<file path="src/rtl/fslcd_pwrseq_pkg.sv">
// Shared state codes and per-state output decode for the LCD power sequencer.
// Imported by the sequencer, the status register decode and the testbench.
package fslcd_pwrseq_pkg;

  localparam int STATE_W = 3;

  typedef enum logic [STATE_W-1:0] {
    ST_OFF       = 3'd0,
    ST_PWR_WAIT  = 3'd1,
    ST_SYNC      = 3'd2,
    ST_DATA_WAIT = 3'd3,
    ST_ON        = 3'd4,
    ST_BL_OFF    = 3'd5,
    ST_DATA_OFF  = 3'd6,
    ST_OFF_HOLD  = 3'd7
  } state_t;

  function automatic logic st_timed(state_t s);
    return (s == ST_PWR_WAIT) || (s == ST_DATA_WAIT) || (s == ST_BL_OFF) ||
           (s == ST_DATA_OFF) || (s == ST_OFF_HOLD);
  endfunction

  function automatic logic st_pwr(state_t s);
    return (s != ST_OFF) && (s != ST_OFF_HOLD);
  endfunction

  function automatic logic st_data(state_t s);
    return (s == ST_DATA_WAIT) || (s == ST_ON) || (s == ST_BL_OFF);
  endfunction

  function automatic logic st_bl(state_t s);
    return (s == ST_ON);
  endfunction

endpackage

</file>
<file path="src/rtl/fslcd_dly_cnt.sv">
// Loadable down-counter with terminal-count flag; holds at zero, never wraps.
// Also used by the backlight PWM block.
module fslcd_dly_cnt #(
  parameter int CNT_W = 24
) (
  input  logic             clk,
  input  logic             resetn,
  input  logic             load,
  input  logic             dec,
  input  logic [CNT_W-1:0] value,
  output logic             zero
);

  logic [CNT_W-1:0] count;

  always_ff @(posedge clk or negedge resetn) begin
    if (!resetn) begin
      count <= '0;
    end else if (load) begin
      count <= value;
    end else if (dec && (count != '0)) begin
      count <= count - 1'b1;
    end
  end

  assign zero = (count == '0);

endmodule

</file>
<file path="src/rtl/fslcd_pwrseq.sv">
// LCD panel power sequencer: panel supply -> data drive -> backlight on enable,
// reverse order on disable, with data start aligned to a vsync leading edge.
//
// state      | meaning
// OFF        | everything off, waiting for en
// PWR_WAIT   | supply on, settling before vsync search
// SYNC       | supply on, waiting for vsync leading edge
// DATA_WAIT  | data driven, waiting before backlight
// ON         | fully on, ready=1
// BL_OFF     | backlight off, data still driven
// DATA_OFF   | data off, supply still on
// OFF_HOLD   | supply off, minimum off time before re-power
module fslcd_pwrseq
  import fslcd_pwrseq_pkg::*;
#(
  parameter int unsigned CNT_W      = 24,
  parameter int unsigned T_PWR2DATA = 1000,
  parameter int unsigned T_DATA2BL  = 2000,
  parameter int unsigned T_BL2DATA  = 2000,
  parameter int unsigned T_DATA2PWR = 1000,
  parameter int unsigned T_OFF_MIN  = 5000,
  parameter bit          VS_POL     = 1'b1
) (
  input  logic       clk,
  input  logic       resetn,
  input  logic       en,
  input  logic       vsync,
  input  logic       vid_active,
  output logic       lcd_pwr,
  output logic       data_on,
  output logic       de_out,
  output logic       bl_en,
  output logic       ready,
  output logic [2:0] state
);

  localparam logic [CNT_W-1:0] LD_PWR2DATA = CNT_W'(T_PWR2DATA - 1);
  localparam logic [CNT_W-1:0] LD_DATA2BL  = CNT_W'(T_DATA2BL - 1);
  localparam logic [CNT_W-1:0] LD_BL2DATA  = CNT_W'(T_BL2DATA - 1);
  localparam logic [CNT_W-1:0] LD_DATA2PWR = CNT_W'(T_DATA2PWR - 1);
  localparam logic [CNT_W-1:0] LD_OFF_MIN  = CNT_W'(T_OFF_MIN - 1);

  state_t           state_q;
  state_t           state_d;
  logic             vs_q;
  logic             vs_edge;
  logic             cnt_load;
  logic             cnt_dec;
  logic [CNT_W-1:0] cnt_val;
  logic             cnt_zero;

  assign vs_edge = (vsync == VS_POL) && (vs_q != VS_POL);

  fslcd_dly_cnt #(.CNT_W(CNT_W)) u_dly_cnt (
    .clk    (clk),
    .resetn (resetn),
    .load   (cnt_load),
    .dec    (cnt_dec),
    .value  (cnt_val),
    .zero   (cnt_zero)
  );

  always_ff @(posedge clk or negedge resetn) begin
    if (!resetn) begin
      state_q <= ST_OFF;
      vs_q    <= 1'b0;
    end else begin
      state_q <= state_d;
      vs_q    <= vsync;
    end
  end

  // en=0 aborts power-up into the matching point of the power-down path.
  always_comb begin
    state_d  = state_q;
    cnt_val  = '0;
    case (state_q)
      ST_OFF:       if (en) state_d = ST_PWR_WAIT;
      ST_PWR_WAIT:  if (!en) state_d = ST_OFF_HOLD;
                    else if (cnt_zero) state_d = ST_SYNC;
      ST_SYNC:      if (!en) state_d = ST_OFF_HOLD;
                    else if (vs_edge) state_d = ST_DATA_WAIT;
      ST_DATA_WAIT: if (!en) state_d = ST_DATA_OFF;
                    else if (cnt_zero) state_d = ST_ON;
      ST_ON:        if (!en) state_d = ST_BL_OFF;
      ST_BL_OFF:    if (cnt_zero) state_d = ST_DATA_OFF;
      ST_DATA_OFF:  if (cnt_zero) state_d = ST_OFF_HOLD;
      ST_OFF_HOLD:  if (cnt_zero) state_d = ST_OFF;
      default:      state_d = ST_OFF;
    endcase

    case (state_d)
      ST_PWR_WAIT:  cnt_val = LD_PWR2DATA;
      ST_DATA_WAIT: cnt_val = LD_DATA2BL;
      ST_BL_OFF:    cnt_val = LD_BL2DATA;
      ST_DATA_OFF:  cnt_val = LD_DATA2PWR;
      ST_OFF_HOLD:  cnt_val = LD_OFF_MIN;
      default:      cnt_val = '0;
    endcase
  end

  assign cnt_load = (state_d != state_q);
  assign cnt_dec  = st_timed(state_q);

  // Output flops load the decode of the next state so they track state_q exactly.
  always_ff @(posedge clk or negedge resetn) begin
    if (!resetn) begin
      lcd_pwr <= 1'b0;
      data_on <= 1'b0;
      bl_en   <= 1'b0;
      ready   <= 1'b0;
      de_out  <= 1'b0;
    end else begin
      lcd_pwr <= st_pwr(state_d);
      data_on <= st_data(state_d);
      bl_en   <= st_bl(state_d);
      ready   <= (state_d == ST_ON);
      de_out  <= vid_active & data_on;
    end
  end

  assign state = state_q;

endmodule

</file>
<file path="config.mk">
export PLATFORM = sky130hd
export DESIGN_NAME = fslcd_pwrseq
export DESIGN_NICKNAME = d
export VERILOG_FILES = /design/src/rtl/fslcd_pwrseq_pkg.sv /design/src/rtl/fslcd_dly_cnt.sv /design/src/rtl/fslcd_pwrseq.sv
export SDC_FILE = /design/constraint.sdc
export NUM_CORES = 1
export LEC_CHECK = 0
export CAP_MARGIN = 20
export CORE_AREA = 2 2 72 74
export DETAILED_ROUTE_END_ITERATION = 16
export DIE_AREA = 0 0 74 76
export GPL_ROUTABILITY_DRIVEN = 0
export PLACE_DENSITY = 0.69
export SYNTH_ARGS = -nofsm -noshare
export SYNTH_HDL_FRONTEND = slang
export SYNTH_SLANG_ARGS = --single-unit
</file>
<file path="constraint.sdc">
create_clock -name clk -period 2.07 [get_ports clk]
set_input_delay 0.414 -clock clk [delete_from_list [all_inputs] [get_ports clk]]
set_output_delay 0.414 -clock clk [all_outputs]
set_load 0.05 [all_outputs]
</file>
Yosys cells after proc, flatten, opt, wreduce, memory -nomap -nowiden
Cells that the tools add are included.

Bitwise logic cells: 2. Reductions and logical operators: 16. Multiplexer cells: 15. Eq/ne operators: 15. $add $sub $neg: 1.

Operators by type and width (number): two-way mux 24 bit (2); one-hot mux 13 bit (3 select lines) (1); two-way mux 3 bit (11); equality test 3 bit (second input constant) (8); zero test 24 bit (1); one-hot mux 3 bit (8 select lines) (1); nonzero test 24 bit (1); subtractor 24 x 1 -> 24 bit (second input constant) (1); equality test 3 x 2 -> 1 bit (second input constant) (3); equality test 3 x 1 -> 1 bit (second input constant) (2); logical OR 1 bit (6); OR reduction 2 bit (2); logical AND 1 bit (3); zero test 3 bit (1); != test 3 bit (1); != test 3 bit (second input constant) (1); nonzero test 3 bit (1); nonzero test 2 bit (1); AND 1 bit (1); inverter 1 bit (1).

Logic and storage cells: 56. Register bits: 32. Output and inout port bits: 8. Bits of input ports: 5.

Longest topological paths before layout
Gate-level depths: netlist of run 1.

Word-level depth: 9. Depth in mapped cells: 9.

Modules after synthesis
Synthesis of run 1 repeated with hierarchy kept, for this count alone.

Cell total of the unflattened synthesis: 244. Area total of the unflattened synthesis: 2154.6 um2.

By module, submodules not included: fslcd_dly_cnt (seq. area each 600.6 um2, cells each 168, area an instance 1492.7 um2, times used 1); fslcd_pwrseq (seq. area each 200.2 um2, cells each 76, area an instance 661.9 um2, times used 1).

Worst setup path after synthesis of run 1
No wires, ideal clock.

Path type: flip-flop to flip-flop. Start: register state_q[2] (netlist: state[2]). End: register u_dly_cnt.count[12]. Data required time: 1.944 ns. Setup time: 0.126 ns. Slack: -0.194 ns. Stages on the path, launching flop included: 7. Arrival: 2.138 ns. Cells stage by stage: dfrtp_1 nand2b_1 o211ai_1 and2_1 clkbuf_1 nor2_4 o32a_1.

Cells in the longest elaborated chain, start to end: 7. Elaborated cells between the ends (all ways): 36. Those cells by class: eq/ne (13); mux (14); reduce/logical (9).

RTL lines: from (decl) (line fslcd_pwrseq.sv:43) `state_t state_q;`; from (signal assigned) (line fslcd_pwrseq.sv:68) `state_q <= state_d;`; two-way mux 3 bit, or another cell as far along (line fslcd_pwrseq.sv:84) `else if (cnt_zero) state_d = ST_ON;`; two-way mux 3 bit, or another cell as far along (line fslcd_pwrseq.sv:83) `ST_DATA_WAIT: if (!en) state_d = ST_DATA_OFF;`; one-hot mux 3 bit (8 select lines) / logical OR 1 bit (equally long branches) (line fslcd_pwrseq.sv:77, fslcd_pwrseq_pkg.sv:19); equality test 3 bit, or another cell as far along (line fslcd_pwrseq.sv:92) `case (state_d)`; OR reduction 2 bit (no line) / logical OR 1 bit (equally long branches); one-hot mux 13 bit (3 select lines) / logical AND 1 bit (equally long branches) (line fslcd_pwrseq.sv:92, fslcd_dly_cnt.sv:21); two-way mux 24 bit / nonzero test 2 bit (equally long branches); to (signal assigned) (line fslcd_dly_cnt.sv:20) `count <= value;`; to (signal assigned) (line fslcd_dly_cnt.sv:22) `count <= count - 1'b1;`; to (decl) (line fslcd_dly_cnt.sv:14) `logic [CNT_W-1:0] count;`.

Several ways; a longest one is shown, not always the timed one. A chain may end at the register's enable or synchronous reset.

Worst setup path after layout of run 1
Start: register u_dly_cnt.count[20]. End: register u_dly_cnt.count[12].

Cells in the longest elaborated chain, start to end: 8. Elaborated cells between the ends (all ways): 22. Those cells by class: eq/ne (6); mux (10); reduce/logical (6).

RTL lines: zero test 24 bit (line fslcd_dly_cnt.sv:26) `assign zero = (count == '0);`; two-way mux 3 bit (on tied branches) (line fslcd_pwrseq.sv:84, fslcd_pwrseq.sv:80); two-way mux 3 bit (on tied branches) (line fslcd_pwrseq.sv:83, fslcd_pwrseq.sv:79); one-hot mux 3 bit (8 select lines) (line fslcd_pwrseq.sv:77) `case (state_q)`; equality test 3 bit, or another cell as far along (line fslcd_pwrseq.sv:92); OR reduction 2 bit (no line); one-hot mux 13 bit (3 select lines) (line fslcd_pwrseq.sv:92); two-way mux 24 bit (line fslcd_dly_cnt.sv:19) `end else if (load) begin`.

Several ways; a longest one is shown, not always the timed one.

==> results of run 1 <==
==> through the flow <==
stage | instance area, um2 | util, % | power, mW | worst slack (ns)
after floorplan | 2127 | - | 0.9134 | 0.02577
after global placement | 2650 | 53.95 | 1.066 | -0.07048
after detailed placement | 2650 | 53.95 | 1.073 | -0.07027
after CTS | 2761 | 56.22 | 1.584 | 0.006836
after global routing | 2863 | 58.28 | 1.656 | -0.02290
final | 2863 | 58.28 | 1.572 | 0.04720
==> registers in the layout, summed over array words and instances, names as in the netlist <==
register and count:
vs_q 1, data_on 1, de_out 1, lcd_pwr 1, state 3, u_dly_cnt.count 24, ready 1
==> how the worst min path moves through the flow <==
stage / startpoint / endpoint / depth (start not counted)
after floorplan: resetn / data_on / 0
after global placement: data_on / de_out / 1
after detailed placement: data_on / de_out / 1
after CTS: data_on / de_out / 1
after global routing: data_on / de_out / 1
final: data_on / de_out / 1
==> layout by cell type (no fill, tap or decap), drive strengths merged, types with 6 or more instances in the layout <==
| cell | Yosys | layout |
|---|---|---|
| a211oi | 6 | 6 |
| a21oi | 21 | 21 |
| buf | 3 | 59 |
| clkbuf | 10 | 8 |
| clkdlybuf4s50 | 0 | 9 |
| dfrtp | 32 | 32 |
| nand2 | 15 | 15 |
| nand3 | 7 | 7 |
| nor2 | 30 | 30 |
| o21ai | 13 | 13 |
| or3 | 6 | 6 |
| xnor2 | 8 | 8 |
==> cells in the mapped netlist (all sizes together) (2+ instances only) <==
cell     number
nor2         30
o22ai         2
or4           3
or3           6
ha            2
or2           2
nand2b        4
a211oi        6
nand2        15
a22oi         5
and3          3
buf           3
a2111oi       3
and2          2
xnor2         8
o32a          3
nor3          3
a21oi        21
dfrtp        32
o21a          4
a21o          2
o21ai        13
clkbuf       10
nor2b         3
nor4          5
xor2          3
o21bai        4
o211ai        2
nand4         2
inv           5
nand3         7
nand3b        2
o31ai         4
==> area by class of cell <==
| class | instances | area share, % |
|---|---|---|
| multi-input cells | 184 | 46.11 |
| flip-flops and latches | 32 | 28.15 |
| clock buffers | 8 | 3.147 |
| well taps | 70 | 3.059 |
| repair buffers | 68 | 18.88 |
| inverters | 5 | 0.6556 |
==> per-layer routing <==
layer | routed length (um) | share of wire [%] | track usage [%] | vias up
met5 | 0 | 0 | 0 | -
met4 | 87 | 1.6 | 8.182 | 0
met3 | 220 | 4.1 | 4.233 | 8
met2 | 2609 | 49 | 32.41 | 46
met1 | 2399 | 45 | 27.55 | 950
li1 | - | - | - | 994
==> what timing repair did <==
item | in CTS | in global routing
gates resized for setup | 2 | 17
pin swaps | 3 | 9
setup buffers | 2 | 3
endpoints found under the setup margin | 3 | 26
==> cell families (layout without fill, tap and decap cells) <==
family / after synthesis / in the layout / share of synthesized area (%)
compound gates: 78 / 78 / 26.20
xor+xnor: 11 / 11 / 4.543
fa+ha+maj: 2 / 2 / 1.180
buf+inv: 18 / 81 / 3.599
flops: 32 / 32 / 37.76
mux: 1 / 1 / 0.4720
simple gates: 92 / 92 / 26.25
==> power by group <==
| part | internal (mW) | switching [mW] | leakage (nW) |
|---|---|---|---|
| Combinational | 0.161 | 0.153 | 0.746 |
| Clock | 0.271 | 0.227 | 0.0455 |
| Sequential | 0.688 | 0.0727 | 0.349 |
| Total | 1.12 | 0.452 | 1.14 |
==> results.md, run 1 <==
* Cts hold-fix bufs at 0
* TNS Setup at 0 ns
* Final period utilization at a little over nine tenths
* Nets at approximately 300
* Max-cap violations at 0
* Layout cell share with drive strength beyond 1 at between 30% and 40%
* Hold Vio Cnt, Final at 0
* Fillers at between 400 and 500
* Post-DRT Antenna Nets at 0
* CP Depth at 6
* Clock tree sinks at 32
* Root Buffer: clkbuf_8
* Die Width at between 70 and 80 um
* Detail Placement HPWL at ~3900 um
* Rel. slew slack at roughly 67%
* Worst Path Required at between 2 and 2.5 ns
* DRC errors left at 0
* IO buf count at 12
* Yosys warns at 0
* Tmin final at between 2 and 2.5 ns
* Leak at approximately 1.1 nW
* Wirelength, routed at 5316 um
* Register bit count reported by yosys at 32
* FP Rows at 26
* Worst Tran Pin Value at around 0.5 ns
* CP peak stage delay at 0.54 ns
* Die H at approximately 76 um
* Cells along the critical path: or4_4 > and4b_2 > buf_6 > nand2_1 > a311o_1 > o32a_1
* DR vias at between 1.5k and 2k
* I/O pin cnt at 13
* Hold slack final at around 0.5 ns
* Distinct cells, synth at 62
* DRT Pass-1 Iters at 4
* Largest net degree at the start of global routing at 33
* TritonCTS buffer count at 5
* Setup crit start kind: register
* FMAX at between 400 and 500 MHz
* Final Setup Violations at 0
* End of the critical path: u_dly_cnt.count[12]
* GR Util All Layers at around a fifth
* Worst-path clk slew at approximately 0.07 ns
* Yosys top cell area share at between 30% and 40%
* Clock Latency Late Sink at 0.29 ns
* Starting Density at 43.17%
* HP Class: register to register
* Worst r2r src: u_dly_cnt.count[20]
* CTS tree: built
* Avg WL per Cell at 14.49 um
* CORE AREA at around 4900 um2
* Critical R2R Capture: u_dly_cnt.count[12]
* Post-synthesis area per instance at slightly above 9 um2
* CTS H-Tree Depth at 2
* WP buf/inv at 1
* DR iter-0 viols at 144
* Area grow syn2layout at 34.99%
* ANT cells at 0
* Mapped Cells at 234
* CP startpoint: u_dly_cnt.count[20]
* Initial antenna violation count at 0
* FF-to-FF setup slack at roughly 0.047 ns
* Largest area contributor in the netlist: dfrtp_1
* Die ar. at around 5600 um2
* Area contributors post-synth: dfrtp_1 (38%), nor2_1 (5.1%), a21oi_1 (4.5%)
* Clk buf depth at 2
* Crit Path Class: register to register
* Unrepaired setup endpoints after global routing: yes
* Seq/Total Area, Yosys at 37.76%
* Reg area at 805.8 um2
* Synth Cell Area at between 2000 and 2500 um2
* Status: finished, final reports clean
* Fin. max-slew vios at 0
* CP Max Fanout at 4
* Vias in the first global route at between 1.5k and 2k
* Ys flop type: dfrtp_1
* Fin cells at 367
* Worst-case clock skew at between 0.01 and 0.015 ns
* Asr flop ratio synth at 100.0%
* Syn Nets at 241
* Number of synthesized flops with an enable pin at 0
* Multi-input gate area at 1320 um2
* Cells on worst reg2reg path at 6
* Critical Path AT at between 2 and 2.5 ns
* Slowest stage cell, crit path: or4_4
* Delay-heaviest family, CP: simple AND/OR/NAND/NOR gates
* Via density per instance at about 5.4
* VDD IR max at 0.2992 mV
* Total grt overflow at 0
* CP endpoint kind: register
* Inst Count DP at 354
* First-pass GRT wire length at about 9100 um
* Power per Cell Area at about 550 nW/um2
Note: power is estimated with default switching activity, not from simulation.
==> run 2: changes to the inputs <==
--- a/config.mk
+++ b/config.mk
@@ -5,7 +5,6 @@
 export SDC_FILE = /design/constraint.sdc
 export NUM_CORES = 1
 export LEC_CHECK = 0
-export CAP_MARGIN = 20
 export CORE_AREA = 2 2 72 74
 export DETAILED_ROUTE_END_ITERATION = 16
 export DIE_AREA = 0 0 74 76
==> results of run 2 <==
Final layout, timing and power as in run 1 (identical DEF).
